### config.mk
export PLATFORM = sky130hd
export DESIGN_NAME = pauli_frame_tracker
export DESIGN_NICKNAME = d
export VERILOG_FILES = /design/src/rtl/pauli_pkg.sv /design/src/rtl/pauli_frame_outbuf.sv /design/src/rtl/pauli_frame_tracker.sv
export SDC_FILE = /design/constraint.sdc
export NUM_CORES = 1
export LEC_CHECK = 0
export CAP_MARGIN = 20
export CORE_ASPECT_RATIO = 0.7
export CORE_MARGIN = 2
export CORE_UTILIZATION = 46
export CTS_CLUSTER_SIZE = 16
export DETAILED_ROUTE_END_ITERATION = 10
export GPL_TIMING_DRIVEN = 0
export PLACE_DENSITY = 0.68
export SYNTH_ARGS = -nofsm -noshare
export SYNTH_HDL_FRONTEND = slang
export SYNTH_HIERARCHICAL = 1
export SYNTH_SLANG_ARGS = --single-unit
### constraint.sdc
create_clock -name CLK -period 2.16 [get_ports CLK]
set_clock_uncertainty 0.15 [all_clocks]
set_input_delay 0.216 -clock CLK [delete_from_list [all_inputs] [get_ports CLK]]
set_output_delay 0.216 -clock CLK [all_outputs]
set_load 0.1 [all_outputs]
### src/rtl/pauli_pkg.sv
// Shared definitions for the Pauli frame tracking stages: axis encoding,
// default frame width and the snapshot buffer state type.
package pauli_pkg;

  localparam int DEF_N_QUBITS = 5;

  localparam logic [1:0] AXIS_X = 2'd0;
  localparam logic [1:0] AXIS_Y = 2'd1;
  localparam logic [1:0] AXIS_Z = 2'd2;

  typedef enum logic {
    OB_EMPTY = 1'b0,
    OB_FULL  = 1'b1
  } outbuf_state_t;

  // Axis codes 2 and 3 both mean Z, so the top bit alone identifies Z.
  function automatic logic is_z_axis(input logic [1:0] axis);
    return axis[1];
  endfunction

endpackage

### src/rtl/pauli_frame_outbuf.sv
// Single-entry snapshot register with valid/ready handshake. A snapshot that
// arrives while the entry is occupied and not being drained is dropped and
// recorded in a sticky overflow flag.
module pauli_frame_outbuf
  import pauli_pkg::*;
#(
  parameter int W = 18
) (
  input  logic         CLK,
  input  logic         RST,
  input  logic         load,
  input  logic [W-1:0] load_data,
  input  logic         out_ready,
  output logic         out_valid,
  output logic [W-1:0] out_data,
  output logic         overflow
);

  outbuf_state_t state, state_next;
  logic          capture;
  logic          drop;

  // State register.
  always_ff @(posedge CLK) begin
    if (RST) state <= OB_EMPTY;
    else     state <= state_next;
  end

  // Next state: fill when empty, drain on ready, refill on a same-edge
  // drain+load, otherwise drop the incoming snapshot.
  always_comb begin
    state_next = state;
    capture    = 1'b0;
    drop       = 1'b0;
    case (state)
      OB_EMPTY: begin
        if (load) begin
          capture    = 1'b1;
          state_next = OB_FULL;
        end
      end
      OB_FULL: begin
        if (out_ready) begin
          if (load) capture    = 1'b1;
          else      state_next = OB_EMPTY;
        end else if (load) begin
          drop = 1'b1;
        end
      end
    endcase
  end

  // Data holds while the entry waits for the consumer.
  always_ff @(posedge CLK) begin
    if (RST)          out_data <= '0;
    else if (capture) out_data <= load_data;
  end

  // Sticky drop indicator.
  always_ff @(posedge CLK) begin
    if (RST)       overflow <= 1'b0;
    else if (drop) overflow <= 1'b1;
  end

  assign out_valid = (state == OB_FULL);

endmodule

### src/rtl/pauli_frame_tracker.sv
// Folds axis-tagged one-hot corrections into a per-qubit Pauli frame and
// emits a frame snapshot every ROUNDS complete X/Y/Z rounds.
module pauli_frame_tracker
  import pauli_pkg::*;
#(
  parameter int N_QUBITS = DEF_N_QUBITS,
  parameter int ROUNDS   = 4,
  parameter int CNT_W    = 8
) (
  input  logic                CLK,
  input  logic                RST,
  input  logic                in_valid,
  input  logic [N_QUBITS-1:0] correction,
  input  logic [1:0]          axis,
  output logic                out_valid,
  input  logic                out_ready,
  output logic [N_QUBITS-1:0] frame_x_out,
  output logic [N_QUBITS-1:0] frame_z_out,
  output logic [CNT_W-1:0]    corr_count_out,
  output logic                overflow,
  output logic                fault
);

  localparam int               SNAP_W     = 2 * N_QUBITS + CNT_W;
  localparam logic [CNT_W-1:0] LAST_ROUND = CNT_W'(ROUNDS - 1);

  logic [N_QUBITS-1:0] frame_x, frame_z;
  logic [N_QUBITS-1:0] frame_x_next, frame_z_next;
  logic [CNT_W-1:0]    round_cnt, corr_cnt, corr_next;
  logic                x_hit, z_hit;
  logic                round_end, snap_due, multi_hot;
  logic [SNAP_W-1:0]   snap_data, out_data;

  // Frame update, saturating count and window-end detection for this beat.
  always_comb begin
    x_hit        = in_valid && ((axis == AXIS_X) || (axis == AXIS_Y));
    z_hit        = in_valid && (is_z_axis(axis) || (axis == AXIS_Y));
    frame_x_next = frame_x ^ (x_hit ? correction : '0);
    frame_z_next = frame_z ^ (z_hit ? correction : '0);
    corr_next    = corr_cnt;
    if (in_valid && (|correction) && (corr_cnt != '1))
      corr_next = corr_cnt + CNT_W'(1);
    // x & (x-1) is nonzero exactly when more than one bit is set.
    multi_hot = (correction & (correction - N_QUBITS'(1))) != '0;
    round_end = in_valid && is_z_axis(axis);
    snap_due  = round_end && (round_cnt == LAST_ROUND);
  end

  // Accumulators: the window-ending beat's contribution goes into the
  // snapshot, and the working frame restarts empty.
  always_ff @(posedge CLK) begin
    if (RST) begin
      frame_x   <= '0;
      frame_z   <= '0;
      corr_cnt  <= '0;
      round_cnt <= '0;
      fault     <= 1'b0;
    end else begin
      if (snap_due) begin
        frame_x   <= '0;
        frame_z   <= '0;
        corr_cnt  <= '0;
        round_cnt <= '0;
      end else begin
        frame_x  <= frame_x_next;
        frame_z  <= frame_z_next;
        corr_cnt <= corr_next;
        if (round_end) round_cnt <= round_cnt + CNT_W'(1);
      end
      if (in_valid && multi_hot) fault <= 1'b1;
    end
  end

  assign snap_data = {frame_x_next, frame_z_next, corr_next};

  pauli_frame_outbuf #(.W(SNAP_W)) u_outbuf (
    .CLK       (CLK),
    .RST       (RST),
    .load      (snap_due),
    .load_data (snap_data),
    .out_ready (out_ready),
    .out_valid (out_valid),
    .out_data  (out_data),
    .overflow  (overflow)
  );

  assign {frame_x_out, frame_z_out, corr_count_out} = out_data;

endmodule

==> impl_metrics.yaml, run 1 <==
power:
  irDropWorstVdd_uv: 352
  pwr-share-comb: 0.105
  power.leakage_nw: 1.32
  switching_power_mw: 0.387
  total_power_mw: 1.58
  p_int_mw: 1.19
  p_per_area_mw_per_mm2: 561
  swShare: 0.245
  pwr-share-seq: 0.569
  clkPwrFrac: 0.326
sta:
  hold_viol_final: 0
  rsz0062_at_grt: "yes"
  slew_viol_final: 0
  slew_headroom: 0.353
  setup_tns_ns: 0
  fin_crit_ns: 2.10
  fin_crit_sh: 0.971
  tightest_slew_ns: 0.969
  finalSetupViolations: 0
  max_freq_ghz: 0.477
floorplan:
  initial_core_util: 0.473
  die-height_um: 62.2
  core_area_mm2: 0.00470
  std_cell_rows: 21
  design.die.area_mm2: 0.00541
  io_pins: 32
  die_w_um: 87.1
worst_setup_path:
  critPathMostFrequentCell: "buf_12"
  cpLargestDelayFamily: "simple AND/OR/NAND/NOR gates"
  worstSetupStartpointType: "register"
  criticalPathCategory: "register to register"
  cp.arrival_ns: 2.18
  critical_path_buf_inv_count: 2
  slowest_delay_ns: 0.53
  cp-end-kind: "register"
  crit_chain: "or4_4 -> nor4_4 -> nor2b_4 -> buf_12 -> buf_12 -> mux2i_1"
  path_max_fanout: 9
  slowest_stage: "or4_4"
  worstPathRequired_ns: 2.24
cells_and_area:
  finalInstanceArea_mm2: 0.00281
  synthToLayoutAreaGrowth_pct: 26.3
  drive_above_1_share: 0.115
  layout.nets: 291
  antenna_cells: 0
  final_util: 0.597
route:
  drt_first_pass_iters: 4
  routed_wl_um: 4370
  initialDrtViolationCount: 46
  ant_nets: 0
  via_count: 1701
  vias_per_cell: 5.06
  routedWlPerCell_um: 13.0
  drc: 0
synth:
  synthTopCellsByArea: "dfxtp_1 42%, nand2b_1 10%, mux2i_1 8.1%"
  yosysMostFrequentCell: "dfxtp_1"
  ys_seq_elements: 47
  synthCells: 233
  synth_ff_type: "dfxtp_1"
  synthTopCellsByCount: "47 x dfxtp_1, 37 x nand2b_1, 22 x nand2_1, 18 x mux2i_1, 14 x nor2_1"
  synth_cell_types: 39
  async_reset_ff_frac: 0
  avgSynthCellArea_um2: 9.54
  yosysTopAreaCell: "dfxtp_1"
  yosysSeqAreaShare: 0.423
  syn_area_mm2: 0.00222
  syn_nets: 246
  synth-edff-count: 0
  netlist.area_leader.share: 0.423
  yosys_warnings: 6
clock_tree:
  hold_buffers: 0
  path_clk_slew_ns: 0.09
  numClockSinks: 47
  htree_levels: 2
  cts_tree: "built"
  cts_buffers: 5
  clk_path_buf_depth: 2
  clk_latency_ns: 0.30
  root_buffer: "clkbuf_8"
grt:
  grt_max_degree: 14
  track_usage: 0.171
  grt_pass1_wl_um: 7220
  grt_overflow: 0
  antenna_found_initial: 0
  grt_pass1_vias: 1575
place:
  place_area_mm2: 0.00259
  dp_hpwl_um: 3080
  gp_congestion: 0.762
  port_buffers: 30
job:
  maxCapViolCount: 0
worst_hold_path:
  hp-class: "input pin to register"
status:
  status: "finished, final reports clean"
==> registers in the layout, summed over array words and instances (netlist names) <==
signal              count
u_outbuf/out_data      18
corr_cnt                8
frame_x                 5
fault                   1
frame_z                 5
round_cnt               8
u_outbuf/out_valid      1
u_outbuf/overflow       1
==> power by group through the flow <==
| stage | registers (mW) | clock network, mW | logic (mW) |
|---|---|---|---|
| after floorplan | 0.933 | 0 | 0.0970 |
| after global placement | 0.918 | 0 | 0.164 |
| after detailed placement | 0.919 | 0 | 0.165 |
| after CTS | 0.899 | 0.530 | 0.164 |
| after global routing | 0.900 | 0.566 | 0.183 |
| final | 0.897 | 0.513 | 0.165 |
==> placed cells by master (no fill, tap or decap), types with 3 or more instances in the layout <==
| cell | synthesis | final |
|---|---|---|
| a21oi_1 | 9 | 9 |
| buf_4 | 1 | 8 |
| clkbuf_1 | 3 | 5 |
| clkbuf_8 | 0 | 5 |
| clkdlybuf4s50_1 | 0 | 9 |
| dfxtp_1 | 47 | 45 |
| dlygate4sd2_1 | 0 | 3 |
| dlymetal6s2s_1 | 0 | 18 |
| inv_1 | 3 | 3 |
| mux2i_1 | 18 | 18 |
| nand2_1 | 22 | 22 |
| nand2b_1 | 37 | 37 |
| nand3_1 | 4 | 4 |
| nand4_1 | 3 | 3 |
| nor2_1 | 14 | 14 |
| nor2b_1 | 12 | 12 |
| o21ai_0 | 3 | 3 |
| o31ai_1 | 6 | 6 |
| or4_1 | 3 | 3 |
| xnor2_1 | 12 | 12 |
| xor2_1 | 5 | 5 |
==> cells by family after synthesis <==
group,Yosys count,share of synthesized area
AOI/OAI and AO/OA,24,0.0726
DFF,47,0.423
adders and majority gates,3,0.0158
xor gates and xnor gates,17,0.0670
and+or+nand+nor,111,0.294
buffers and inverters,13,0.0461
muxes,18,0.0810
==> timing repair <==
action,4_1_cts,5_1_grt
hold endpoints to repair,0,0
resized for setup,3,22
pin swaps,0,1
cloned,0,1
setup endpoints to repair,3,21
setup buffers,0,7
==> cell type report <==
type                            count  area [um^2]
Clock inverter                      1         5.00
Buffer                             10         91.3
Clock buffer                        7         76.3
Inverter                            3         11.3
Fill cell                         426         1890
Timing Repair Buffer               38          419
Sequential cell                    47          946
Tap cell                           57         71.3
Multi-Input combinational cell    173         1190
==> layer usage <==
layer / wire [um] / GRT usage
met5: 0 / 0
met4: 65 / 0.0750
met3: 174 / 0.0479
met2: 1790 / 0.244
met1: 2350 / 0.240
==> path summary, 6_finish.rpt <==
path	to	startpoint	cells past startpoint	slack (ns)
max reg2reg	u_outbuf/out_data[7]$_SDFFE_PP0P_	round_cnt[2]$_SDFFE_PP0P_	6	0.06
min	fault$_SDFFE_PP0P_	in_valid	3	0.12
max	u_outbuf/out_data[7]$_SDFFE_PP0P_	round_cnt[2]$_SDFFE_PP0P_	6	0.06
min reg2reg	u_outbuf/out_data[10]$_SDFFE_PP0P_	u_outbuf/out_data[10]$_SDFFE_PP0P_	2	0.32
==> tightest hold or removal path, delay by kind of cell <==
kind            cells  cell delay [ns]
compound gates      2             0.14
buf+inv             1             0.17
==> metrics by stage <==
stage | setup slack [ns] | instances | hold slack [ns]
global placement | -0.199 | 320 | 0.303
finish | 0.0628 | 336 | 0.121
global route | -0.0282 | 336 | 0.123
CTS | 0.00474 | 328 | 0.104
floorplan | 0.198 | 233 | 0.167
detailed placement | -0.244 | 320 | 0.311
(Power assumes the default switching activity.)
==> run 2: changes to the inputs <==
--- a/config.mk
+++ b/config.mk
@@ -7,7 +7,6 @@
 export LEC_CHECK = 0
 export CAP_MARGIN = 20
 export CORE_ASPECT_RATIO = 0.7
-export CORE_MARGIN = 2
 export CORE_UTILIZATION = 46
 export CTS_CLUSTER_SIZE = 16
 export DETAILED_ROUTE_END_ITERATION = 10
==> impl_metrics.yaml, run 2 (synthesized netlist as in run 1, its figures left out) <==
worst_setup_path:
  critical_path_buf_inv_count: 1
  cp_num_cells: 1
  slowest_delay_ns: 1.12
  path_max_fanout: 2
  worstPathRequired_ns: 1.79
  worstSetupStartpointType: "register"
  crit_chain: "clkdlybuf4s50_1"
  worstReg2RegStart: "round_cnt[2]$_SDFFE_PP0P_"
  reg2reg_depth: 6
  timing.rr.end: "u_outbuf/out_data[0]$_SDFFE_PP0P_"
  cp-end-kind: "output pin"
  reg2reg_slack_ns: 0.06
  cpLargestDelayFamily: "buffers and inverters"
  cp.arrival_ns: 1.75
  criticalPathCategory: "register to output pin"
  slowest_stage: "clkdlybuf4s50_1"
sta:
  slew_headroom: 0.349
  finalSetupViolations: 0
  fin_crit_ns: 2.11
  hold_viol_final: 0
  tightest_slew_ns: 0.975
  fin_crit_sh: 0.978
  slew_viol_final: 0
  rsz0062_at_grt: "yes"
  whs_ns: 0.147
  max_freq_ghz: 0.474
place:
  gp_congestion: 0.791
  dp_cells: 318
  port_buffers: 30
  dp_hpwl_um: 3130
worst_hold_path:
  min_from: "in_valid"
  min_delay_worst_endpoint: "round_cnt[1]$_SDFFE_PP0P_"
  hold_depth: 3
  hp-class: "input pin to register"
route:
  drt_first_pass_iters: 4
  routed_wl_um: 4450
  routedWlPerCell_um: 13.4
  ant_nets: 0
  drc: 0
  vias_per_cell: 4.94
  via_count: 1636
  initialDrtViolationCount: 40
cells_and_area:
  layout.nets: 288
  multiInputGateArea_mm2: 0.00119
  mostFrequentLayoutCells: "46 x dfxtp_1, 37 x nand2b_1, 22 x nand2_1"
  fill_cells: 391
  regMostFlops: "u_outbuf/out_data"
  largest_reg_flops: 18
  antenna_cells: 0
  layout_commonest_cell: "dfxtp_1"
  drive_above_1_share: 0.109
  synthToLayoutAreaGrowth_pct: 27.1
  reg_top3: "u_outbuf/out_data: 18 flops, corr_cnt: 8 flops, round_cnt: 8 flops"
  layoutNonFillerInstCount: 331
  final_util: 0.631
  ff_latch_area_um2: 945
floorplan:
  io_pins: 32
  std_cell_rows: 20
  die_w_um: 85.1
  design.die.area_mm2: 0.00512
  die-height_um: 60.2
  initial_core_util: 0.496
  core_area_mm2: 0.00448
grt:
  grt_pass1_vias: 1530
  track_usage: 0.189
  grt_overflow: 0
  antenna_found_initial: 0
  grt_pass1_wl_um: 7340
  grt_max_degree: 14
clock_tree:
  clk_latency_ns: 0.29
  clk_path_buf_depth: 2
  path_clk_slew_ns: 0.08
  htree_levels: 2
  numClockSinks: 47
  cts_tree: "built"
  hold_buffers: 0
  cts_buffers: 5
  root_buffer: "clkbuf_8"
power:
  irDropWorstVdd_uv: 469
  total_power_mw: 1.63
  power.leakage_nw: 1.31
  p_per_area_mw_per_mm2: 576
job:
  maxCapViolCount: 0
status:
  status: "finished, final reports clean"
## run 2: layout make-up
| type | instances | area share |
|---|---|---|
| multi-input cells | 173 | 0.423 |
| clock buffers | 8 | 0.0354 |
| inverters | 3 | 0.00399 |
| repair buffers | 35 | 0.147 |
| flip-flops and latches | 47 | 0.334 |
| well taps | 55 | 0.0244 |
| plain buffers | 10 | 0.0323 |
## run 2: what timing repair did
| item | in CTS | in global routing |
|---|---|---|
| buffers inserted | 0 | 4 |
| gates resized for setup | 1 | 23 |
| pin swaps | 0 | 1 |
| setup endpoints to repair | 1 | 29 |
| cloned | 0 | 1 |
## run 2: worst max path at each step
stage	startpoint	to	slack, ns
2_1_floorplan	u_outbuf/out_valid$_SDFF_PP0_	u_outbuf/out_data[10]$_SDFFE_PP0P_	0.20
3_3_place_gp	axis[1]	u_outbuf/out_data[2]$_SDFFE_PP0P_	-0.22
3_5_place_dp	axis[1]	u_outbuf/out_data[5]$_SDFFE_PP0P_	-0.30
4_1_cts	round_cnt[2]$_SDFFE_PP0P_	u_outbuf/out_data[5]$_SDFFE_PP0P_	0.001
5_1_grt	round_cnt[2]$_SDFFE_PP0P_	u_outbuf/out_data[13]$_SDFFE_PP0P_	-0.02
6_report	u_outbuf/out_data[9]$_SDFFE_PP0P_	frame_z_out[1]	0.05
## run 2: metal layers
| layer | global-route usage | vias to the layer above | routed length [um] |
|---|---|---|---|
| met5 | 0 | - | 0 |
| met4 | 0.0581 | 0 | 40 |
| met3 | 0.0470 | 5 | 193 |
| met2 | 0.275 | 30 | 1810 |
| met1 | 0.275 | 727 | 2410 |
| li1 | - | 874 | - |
## run 2: power by group
group | switching [mW] | internal [mW] | total (mW) | leakage [nW]
sequential | 0.0128 | 0.885 | 0.898 | 0.382
combinational | 0.0886 | 0.0776 | 0.166 | 0.880
clock | 0.272 | 0.292 | 0.564 | 0.0515
total | 0.373 | 1.26 | 1.63 | 1.31
## run 2: stage by stage
step	worst slack, ns	area (um^2)	TNS (ns)
CTS	0.00106	2690	0
finish	0.0484	2830	0
global placement	-0.223	2590	-4.18
floorplan	0.198	2220	0
detailed placement	-0.298	2590	-6.74
global route	-0.0185	2830	-0.0490
==> run 3: changes to the inputs <==
--- a/config.mk
+++ b/config.mk
@@ -11,6 +11,7 @@
 export CTS_CLUSTER_SIZE = 16
 export DETAILED_ROUTE_END_ITERATION = 10
 export GPL_TIMING_DRIVEN = 0
+export MAX_ROUTING_LAYER = met4
 export PLACE_DENSITY = 0.68
 export SYNTH_ARGS = -nofsm -noshare
 export SYNTH_HDL_FRONTEND = slang
==> impl_metrics.yaml, run 3 (synthesized netlist as in run 1, its figures left out) <==
floorplan:
  die-height_um: 60.2
  initial_core_util: 0.496
  core_area_mm2: 0.00448
  io_pins: 32
  design.die.area_mm2: 0.00512
  std_cell_rows: 20
  die_w_um: 85.1
cells_and_area:
  fill_cells: 391
  layoutNonFillerInstCount: 331
  synthToLayoutAreaGrowth_pct: 27.1
  regMostFlops: "u_outbuf/out_data"
  drive_above_1_share: 0.109
  finalInstanceArea_mm2: 0.00283
  largest_reg_flops: 18
  layout_commonest_cell: "dfxtp_1"
  mostFrequentLayoutCells: "46 x dfxtp_1, 37 x nand2b_1, 22 x nand2_1"
  final_util: 0.631
  antenna_cells: 0
  layout.nets: 288
  reg_top3: "u_outbuf/out_data: 18 flops, corr_cnt: 8 flops, round_cnt: 8 flops"
clock_tree:
  cts_buffers: 5
  cts_tree: "built"
  numClockSinks: 47
  clk_latency_ns: 0.29
  root_buffer: "clkbuf_8"
  clk_path_buf_depth: 2
  htree_levels: 2
  path_clk_slew_ns: 0.08
grt:
  grt_max_degree: 14
  grt_pass1_vias: 1533
  grt_pass1_wl_um: 7330
  antenna_found_initial: 0
  grt_overflow: 0
  track_usage: 0.195
job:
  maxCapViolCount: 0
place:
  place_area_mm2: 0.00259
  place_ws_ns: -0.298
  gp_congestion: 0.802
  dp_hpwl_um: 3130
  dp_cells: 318
  port_buffers: 30
worst_hold_path:
  min_from: "in_valid"
  hp-class: "input pin to register"
power:
  irDropWorstVdd_uv: 468
  p_per_area_mw_per_mm2: 576
  power.leakage_nw: 1.31
worst_setup_path:
  crit_chain: "clkdlybuf4s50_1"
  worstPathRequired_ns: 1.79
  worstSetupStartpointType: "register"
  cpLargestDelayFamily: "buffers and inverters"
  path_max_fanout: 2
  cp-end-kind: "output pin"
  crit_path_start: "u_outbuf/out_data[9]$_SDFFE_PP0P_"
  slowest_stage: "clkdlybuf4s50_1"
  cp.arrival_ns: 1.74
  slowest_delay_ns: 1.12
  critical_path_buf_inv_count: 1
  worstReg2RegStart: "round_cnt[2]$_SDFFE_PP0P_"
  criticalPathCategory: "register to output pin"
sta:
  finalSetupViolations: 0
  slew_headroom: 0.349
  fin_crit_sh: 0.977
  fin_crit_ns: 2.11
  hold_viol_final: 0
  setup_ws_ns: 0.0493
  rsz0062_at_grt: "yes"
  tightest_slew_ns: 0.975
  slew_viol_final: 0
  max_freq_ghz: 0.474
route:
  drt_first_pass_iters: 4
  drc: 0
  routedWlPerCell_um: 13.4
  routed_wl_um: 4450
  via_count: 1639
  ant_nets: 0
  vias_per_cell: 4.95
  initialDrtViolationCount: 40
status:
  status: "finished, final reports clean"
run 3: cell counts in the layout (fill, tap and decap cells not counted):
Identical to the previous run, type by type.
run 3: what timing repair did:
action / 4_1_cts / 5_1_grt
buffers inserted: 0 / 4
pin swaps: 0 / 1
gates cloned: 0 / 1
endpoints found under the setup margin: 1 / 29
hold buffers: 0 / 0
hold endpoints to repair: 0 / 0
resized for setup: 1 / 23
run 3: path summary, 6_finish.rpt:
kind / slack [ns] / depth (start not counted) / to
setup / recovery: 0.05 / 1 / frame_z_out[1]
setup reg to reg: 0.06 / 6 / u_outbuf/out_data[0]$_SDFFE_PP0P_
hold reg to reg: 0.31 / 2 / fault$_SDFFE_PP0P_
hold / removal: 0.15 / 3 / round_cnt[1]$_SDFFE_PP0P_
run 3: area by class of cell:
type	instances	area [um^2]	share of cell area
Tap cell	55	68.8	0.0244
Timing Repair Buffer	35	414	0.147
Buffer	10	91.3	0.0323
Sequential cell	47	945	0.334
Clock buffer	8	100	0.0354
Inverter	3	11.3	0.00399
Multi-Input combinational cell	173	1190	0.423
run 3: through the flow:
stage	TNS (ns)	power (mW)	hold slack (ns)
6_report	0	1.63	0.147
5_1_grt	-0.0406	1.72	0.145
4_1_cts	0	1.65	0.129
3_5_place_dp	-6.74	1.08	0.304
3_3_place_gp	-4.18	1.08	0.304
2_1_floorplan	0	1.03	0.167
run 3: power breakdown:
group | switching, mW | internal (mW)
logic | 0.0886 | 0.0776
registers | 0.0128 | 0.885
clock network | 0.271 | 0.292
run 3: metal layers:
metal / track usage / part of all wire
met1: 0.275 / 0.54
met2: 0.275 / 0.40
met3: 0.0470 / 0.043
met4: 0.0581 / 0.0090
met5: - / 0
